===== config.mk =====
export PLATFORM = sky130hd
export DESIGN_NAME = uart_cmd_decoder_flat
export DESIGN_NICKNAME = d
export VERILOG_FILES = /design/src/rtl/uart_cmd_decoder_if.sv /design/src/rtl/uart_cmd_decoder.sv /design/src/flat_wrapper.sv
export SDC_FILE = /design/constraint.sdc
export NUM_CORES = 1
export LEC_CHECK = 0
export CORE_AREA = 2 2 112 125
export CTS_CLUSTER_DIAMETER = 30
export DETAILED_ROUTE_END_ITERATION = 8
export DIE_AREA = 0 0 114 127
export SLEW_MARGIN = 20
export SYNTH_ARGS = -nofsm -noshare
export SYNTH_HDL_FRONTEND = slang
export SYNTH_SLANG_ARGS = --single-unit

===== constraint.sdc =====
create_clock -name clk -period 4.2 [get_ports clk]
set_clock_uncertainty 0.1 [all_clocks]
set_input_delay 0.84 -clock clk [delete_from_list [all_inputs] [get_ports clk]]
set_output_delay 0.84 -clock clk [all_outputs]
set_load 0.05 [all_outputs]

===== src/rtl/uart_cmd_decoder_if.sv =====
// Frame-in / command-out bundle for the UART command decoder.
// master drives frames and observes results; slave is the decoder side.
interface uart_cmd_decoder_if;
  logic [8:0]  frame;
  logic        frame_valid;
  logic [7:0]  cmd;
  logic [15:0] arg;
  logic        cmd_valid;
  logic        parity_err;
  logic        proto_err;
  logic [7:0]  err_count;
  logic        busy;

  modport master (
    output frame,
    output frame_valid,
    input  cmd,
    input  arg,
    input  cmd_valid,
    input  parity_err,
    input  proto_err,
    input  err_count,
    input  busy
  );

  modport slave (
    input  frame,
    input  frame_valid,
    output cmd,
    output arg,
    output cmd_valid,
    output parity_err,
    output proto_err,
    output err_count,
    output busy
  );
endinterface


===== src/rtl/uart_cmd_decoder.sv =====
// UART packet decoder: HEADER, CMD, ARG_H, ARG_L, CHK with even parity.
// Ports: clk, rst (async active-low), bus (slave: frame in, cmd/arg/errors out).
module uart_cmd_decoder #(
  parameter int unsigned TIMEOUT_CYC = 2_000_000,
  parameter logic [7:0]  HEADER      = 8'hA5
) (
  input  logic               clk,
  input  logic               rst,
  uart_cmd_decoder_if.slave  bus
);

  localparam int TW =
    (TIMEOUT_CYC > 2) ? $clog2(TIMEOUT_CYC) : 1;
  localparam logic [TW-1:0] LAST =
    TW'(TIMEOUT_CYC - 1);

  typedef enum logic [2:0] {
    ST_IDLE,
    ST_CMD,
    ST_ARG_H,
    ST_ARG_L,
    ST_CHK
  } state_t;

  state_t        r_state;
  state_t        w_next;
  logic [TW-1:0] r_timer;
  logic [7:0]    r_sh_cmd;
  logic [7:0]    r_sh_argh;
  logic [7:0]    r_sh_argl;
  logic [7:0]    r_cmd;
  logic [15:0]   r_arg;
  logic [7:0]    r_err_cnt;
  logic          r_cmd_valid;
  logic          r_parity_err;
  logic          r_proto_err;

  logic [7:0]    w_byte;
  logic [7:0]    w_sum;
  logic          w_par_ok;
  logic          w_bad;
  logic          w_good;
  logic          w_expire;
  logic          w_ld_cmd;
  logic          w_ld_argh;
  logic          w_ld_argl;
  logic          w_commit;
  logic          w_cv;
  logic          w_pe;
  logic          w_pr;
  logic          w_tmr_clr;

  assign w_byte   = bus.frame[7:0];
  assign w_sum    = r_sh_cmd ^ r_sh_argh ^ r_sh_argl;
  assign w_par_ok = (bus.frame[8] == ^w_byte);
  assign w_bad    = bus.frame_valid & ~w_par_ok;
  assign w_good   = bus.frame_valid & w_par_ok;
  // A frame in the expiry cycle wins, so expiry needs a quiet cycle.
  assign w_expire = ~bus.frame_valid
                  & (r_state != ST_IDLE)
                  & (r_timer == LAST);
  assign w_tmr_clr = bus.frame_valid | w_expire;

  always_ff @(posedge clk or negedge rst) begin
    if (!rst) begin
      r_state <= ST_IDLE;
    end else begin
      r_state <= w_next;
    end
  end

  always_comb begin
    w_next    = r_state;
    w_ld_cmd  = 1'b0;
    w_ld_argh = 1'b0;
    w_ld_argl = 1'b0;
    w_commit  = 1'b0;
    w_cv      = 1'b0;
    w_pe      = 1'b0;
    w_pr      = 1'b0;
    unique case (1'b1)
      w_bad: begin
        w_pe   = 1'b1;
        w_next = ST_IDLE;
      end
      w_good: begin
        unique case (r_state)
          ST_IDLE: begin
            if (w_byte == HEADER) begin
              w_next = ST_CMD;
            end
          end
          ST_CMD: begin
            w_ld_cmd = 1'b1;
            w_next   = ST_ARG_H;
          end
          ST_ARG_H: begin
            w_ld_argh = 1'b1;
            w_next    = ST_ARG_L;
          end
          ST_ARG_L: begin
            w_ld_argl = 1'b1;
            w_next    = ST_CHK;
          end
          ST_CHK: begin
            if (w_byte == w_sum) begin
              w_commit = 1'b1;
              w_cv     = 1'b1;
            end else begin
              w_pr = 1'b1;
            end
            w_next = ST_IDLE;
          end
          default: begin
            w_next = ST_IDLE;
          end
        endcase
      end
      w_expire: begin
        w_pr   = 1'b1;
        w_next = ST_IDLE;
      end
      default: begin
        w_next = r_state;
      end
    endcase
  end

  always_ff @(posedge clk or negedge rst) begin
    if (!rst) begin
      r_timer <= '0;
    end else if (w_tmr_clr || r_state == ST_IDLE) begin
      r_timer <= '0;
    end else begin
      r_timer <= r_timer + TW'(1);
    end
  end

  always_ff @(posedge clk or negedge rst) begin
    if (!rst) begin
      r_sh_cmd  <= '0;
      r_sh_argh <= '0;
      r_sh_argl <= '0;
    end else begin
      if (w_ld_cmd) begin
        r_sh_cmd <= w_byte;
      end
      if (w_ld_argh) begin
        r_sh_argh <= w_byte;
      end
      if (w_ld_argl) begin
        r_sh_argl <= w_byte;
      end
    end
  end

  always_ff @(posedge clk or negedge rst) begin
    if (!rst) begin
      r_cmd <= '0;
      r_arg <= '0;
    end else if (w_commit) begin
      r_cmd <= r_sh_cmd;
      r_arg <= {r_sh_argh, r_sh_argl};
    end
  end

  always_ff @(posedge clk or negedge rst) begin
    if (!rst) begin
      r_cmd_valid  <= 1'b0;
      r_parity_err <= 1'b0;
      r_proto_err  <= 1'b0;
    end else begin
      r_cmd_valid  <= w_cv;
      r_parity_err <= w_pe;
      r_proto_err  <= w_pr;
    end
  end

  // Counter moves in the same edge that raises the strobe.
  always_ff @(posedge clk or negedge rst) begin
    if (!rst) begin
      r_err_cnt <= '0;
    end else if ((w_pe || w_pr) && r_err_cnt != 8'hFF) begin
      r_err_cnt <= r_err_cnt + 8'd1;
    end
  end

  assign bus.cmd        = r_cmd;
  assign bus.arg        = r_arg;
  assign bus.cmd_valid  = r_cmd_valid;
  assign bus.parity_err = r_parity_err;
  assign bus.proto_err  = r_proto_err;
  assign bus.err_count  = r_err_cnt;
  assign bus.busy       = (r_state != ST_IDLE);

endmodule


===== src/flat_wrapper.sv =====
// flat-port wrapper written by rule: the top's interface ports become plain ports
module uart_cmd_decoder_flat 
#(
  parameter int unsigned TIMEOUT_CYC = 2_000_000,
  parameter logic [7:0]  HEADER      = 8'hA5
)
  (clk, rst, bus_frame, bus_frame_valid, bus_cmd, bus_arg, bus_cmd_valid, bus_parity_err, bus_proto_err, bus_err_count, bus_busy);
  uart_cmd_decoder_if bus_i ();
  input  logic clk;
  input  logic rst;
  input wire logic [$bits(bus_i.frame)-1:0] bus_frame;
  input wire logic [$bits(bus_i.frame_valid)-1:0] bus_frame_valid;
  output wire logic [$bits(bus_i.cmd)-1:0] bus_cmd;
  output wire logic [$bits(bus_i.arg)-1:0] bus_arg;
  output wire logic [$bits(bus_i.cmd_valid)-1:0] bus_cmd_valid;
  output wire logic [$bits(bus_i.parity_err)-1:0] bus_parity_err;
  output wire logic [$bits(bus_i.proto_err)-1:0] bus_proto_err;
  output wire logic [$bits(bus_i.err_count)-1:0] bus_err_count;
  output wire logic [$bits(bus_i.busy)-1:0] bus_busy;
  assign bus_i.frame = bus_frame;
  assign bus_i.frame_valid = bus_frame_valid;
  assign bus_cmd = bus_i.cmd;
  assign bus_arg = bus_i.arg;
  assign bus_cmd_valid = bus_i.cmd_valid;
  assign bus_parity_err = bus_i.parity_err;
  assign bus_proto_err = bus_i.proto_err;
  assign bus_err_count = bus_i.err_count;
  assign bus_busy = bus_i.busy;
  uart_cmd_decoder #(.TIMEOUT_CYC(TIMEOUT_CYC), .HEADER(HEADER)) u_core (.clk(clk), .rst(rst), .bus(bus_i));
endmodule

==> metrics.md <==
| Metric | Value |
|---|---|
| CTS sink cnt | `83` |
| RSZ-0062 raised after global routing | `false` |
| Power, Total | `2.754 mW` |
| # setup viols final | `0` |
| I/O Buffers | `47` |
| Core Area | `13100 um^2` |
| Post-CTS Hold Fix Bufs | `0` |
| Antenna viol nets, final | `0` |
| Clock Latency Late Sink | `0.34 ns` |
| Max H-tree Level | `3` |
| Slew margin rel. | `0.5102` |
| Register area share after synthesis | `0.5374` |
| Post-synth EDFFs | `0` |
| Clock share of power | `0.284` |
| Leakage | `2.113 nW` |
| Switching share of power | `0.3401` |
| Post-Syn Area | `3865 um^2` |
| Die area | `14480 um^2` |
| Setup tns final | `0 ns` |
| Fmax | `288.4 MHz` |
| Compound-Gate Fraction of Synth Area | `0.03140` |
| Adder-Cell Fraction of Synth Area | `0.01942` |
| Net Switching | `936.6 uW` |
| Clk pin slew, worst setup/hold paths | `0.06 ns` |
| Syn Area/Cell | `12.31 um^2` |
| Routed WL | `7559 um` |
| CP endpoint kind | `flip-flop` |
| Mux cell area share after synthesis | `0.1366` |
| Critical path launch point type | `primary input` |
| Synth Flop Type | `dfrtp_1` |
| Synth Instances | `314` |
| Total Routing Usage GR | `0.1156` |
| GPL Wtd Cong | `0.7581` |
| Die height | `127 um` |
| HP Class | `reg -> reg` |
| Minimum clock period | `3.467 ns` |
| #FFs+latches synth | `83` |
| Resized Gates After CTS | `0` |
| Max Cap Viol | `0` |
| I/O pins | `48` |
| Initial Util | `0.2950` |
| Vias | `2434` |
| Max stage delay on crit path | `0.54 ns` |
| Antenna fix cells | `0` |
| DRC viols | `0` |
| Most common cell after layout, fill and taps aside | `dfrtp_1` |
| Logic pwr share | `0.309` |
| Root Buffer | `clkbuf_16` |
| Cts bufs inserted | `9` |
| Routed vias/inst | `4.533` |
| Hold Vio Cnt, Final | `0` |
| Cell family with most CP delay | `compound AO/OA/AOI/OAI gates` |
| Async SR Flop Fraction | `1.000` |
| PD cells | `569.7 nW/um^2` |
| Post-DP HPWL | `5436 um` |
| Netlist cell types | `41` |
| Pint | `1.818 mW` |
| Postcts setup bufs | `0` |
| Number of global-route vias before repair | `2598` |
| Simple-gate share of the synthesized area | `0.1314` |
| CP max stage cell | `clkdlybuf4s50_1` |
| Initial antenna violation count | `0` |
| Worst Setup Path Type | `in -> reg` |
| Crit-path cells | `clkdlybuf4s50_1 > inv_1 > ha_1 > xnor3_1 > xnor2_2 > nand2_1 > a211o_2 > a21oi_1 > mux2_2` |
| Clock Path Buffers | `2` |
| Max FO, Critical Path | `8` |
| Worst path bufs/invs | `2` |
| Layout cell share with drive strength beyond 1 | `0.2101` |
| Fillers | `1319` |
| Maximum VDD drop | `272.7 uV` |
| Crit path DAT | `3.59 ns` |
| CP Data Required Time | `4.32 ns` |
| Status | `finished, final reports clean` |
| Die W | `114 um` |
| Net count of the finished layout | `389` |
| Largest family of logic cells by synthesized area | `multiplexers` |
| Synth Warn # | `0` |
| Area Overhead vs Synth | `25.09%` |
| Largest net degree at the start of global routing | `59` |
| Iteration-0 DRC Markers | `118` |
| Post-Syn Nets | `332` |
| Final period utilization | `0.8254` |
| # rows | `44` |
| Gr ovfl total | `0` |
| Drt wl/cell | `14.08 um` |
| Slew Limit Fails | `0` |
| Worst-Margin Slew | `0.7347 ns` |
| First drt pass iteration count | `4` |
| Xor and xnor area share after synthesis | `0.1233` |
| Register share of total power | `0.407` |
| CTS tree | `done` |
| First-pass GRT wire length | `12970 um` |
| Most frequent cells in the layout | `dfrtp_1, mux2_2, clkdlybuf4s50_1` |
==> worst paths after layout <==
kind	start	to	slack, ns	cells after the start
worst max-delay path	bus_frame[3]	u_core.bus.err_count[1]	0.73	9
max in group asynchronous	rst	u_core.r_timer[16]	2.72	2
min in group asynchronous	rst	u_core.bus.proto_err	0.47	1
worst max register to register	u_core.r_sh_argl[0]	u_core.bus.cmd[4]	1.65	7
worst min register to register	u_core.r_timer[0]	u_core.r_timer[0]	0.40	1
worst min-delay path	u_core.r_timer[0]	u_core.r_timer[0]	0.40	1
==> per-stage QoR <==
stage / setup slack [ns] / cell area, um^2 / util / instances / hold slack (ns)
global route: 0.5715 / 4835 / 0.3690 / 537 / 0.4241
finish: 0.7332 / 4835 / 0.3690 / 537 / 0.3965
CTS: 0.7454 / 4835 / 0.3690 / 537 / 0.3960
detailed placement: 0.4041 / 4538 / 0.3464 / 521 / 0.3883
global placement: 0.4596 / 4538 / 0.3464 / 521 / 0.3764
floorplan: 1.166 / 3865 / - / 314 / 0.3549
==> layout make-up <==
type	count	area [um^2]	area share
multi-input combinational	214	1709	0.3535
sequential	83	2077	0.4296
clock buffer	13	250.2	0.05176
tap	161	201.4	0.04167
clock inverter	3	46.29	0.009576
inverter	10	37.54	0.007764
timing repair buffer	53	513.0	0.1061
==> Yosys cell counts (2+ instances only) <==
cell	instances	area share
a21oi_1	4	0.0052
clkbuf_1	4	0.0039
o21ai_0	5	0.0065
inv_1	10	0.0097
and2_1	2	0.0032
nand4b_1	2	0.0045
nand4_1	6	0.0097
dfrtp_1	83	0.54
nor3_1	4	0.0052
nor4_1	4	0.0065
mux2_2	46	0.13
xnor2_1	22	0.050
buf_4	2	0.0039
xor2_1	28	0.063
nor2b_1	2	0.0032
nand3_1	8	0.010
nor2_1	28	0.027
ha_1	6	0.019
a211oi_1	3	0.0058
and3_1	3	0.0049
nand2_1	22	0.021
==> metal layers <==
layer / wire length, um / up-vias / GRT usage
li1: - / 1195 / -
met1: 3402 / 1199 / 0.1415
met2: 3764 / 30 / 0.1915
met3: 221 / 10 / 0.02467
met4: 171 / 0 / 0.06026
met5: 0 / - / 0
==> power groups by stage <==
stage | Sequential, mW | Combinational, mW | Clock (mW)
after floorplan | 1.23 | 0.512 | 0
final | 1.12 | 0.851 | 0.783
after global routing | 1.15 | 0.941 | 0.849
after global placement | 1.13 | 0.855 | 0
after CTS | 1.12 | 0.872 | 0.803
after detailed placement | 1.14 | 0.866 | 0
==> sequential cells by signal (all words and copies together) (netlist names) <==
register,flops
u_core.bus.arg,16
u_core.bus.cmd,8
u_core.bus.cmd_valid,1
u_core.bus.err_count,8
u_core.bus.parity_err,1
u_core.bus.proto_err,1
u_core.r_sh_argh,8
u_core.r_sh_argl,8
u_core.r_sh_cmd,8
u_core.r_state,3
u_core.r_timer,21
==> logic make-up (layout without fill, tap and decap cells) <==
kind of cell | Yosys count | in the layout
and+or+nand+nor | 93 | 93
DFF | 83 | 83
xor gates and xnor gates | 52 | 52
muxes | 47 | 47
buffers and inverters | 17 | 79
AOI/OAI and AO/OA | 16 | 16
adders and majority gates | 6 | 6
No activity file was read; power rests on OpenSTA's default activity.
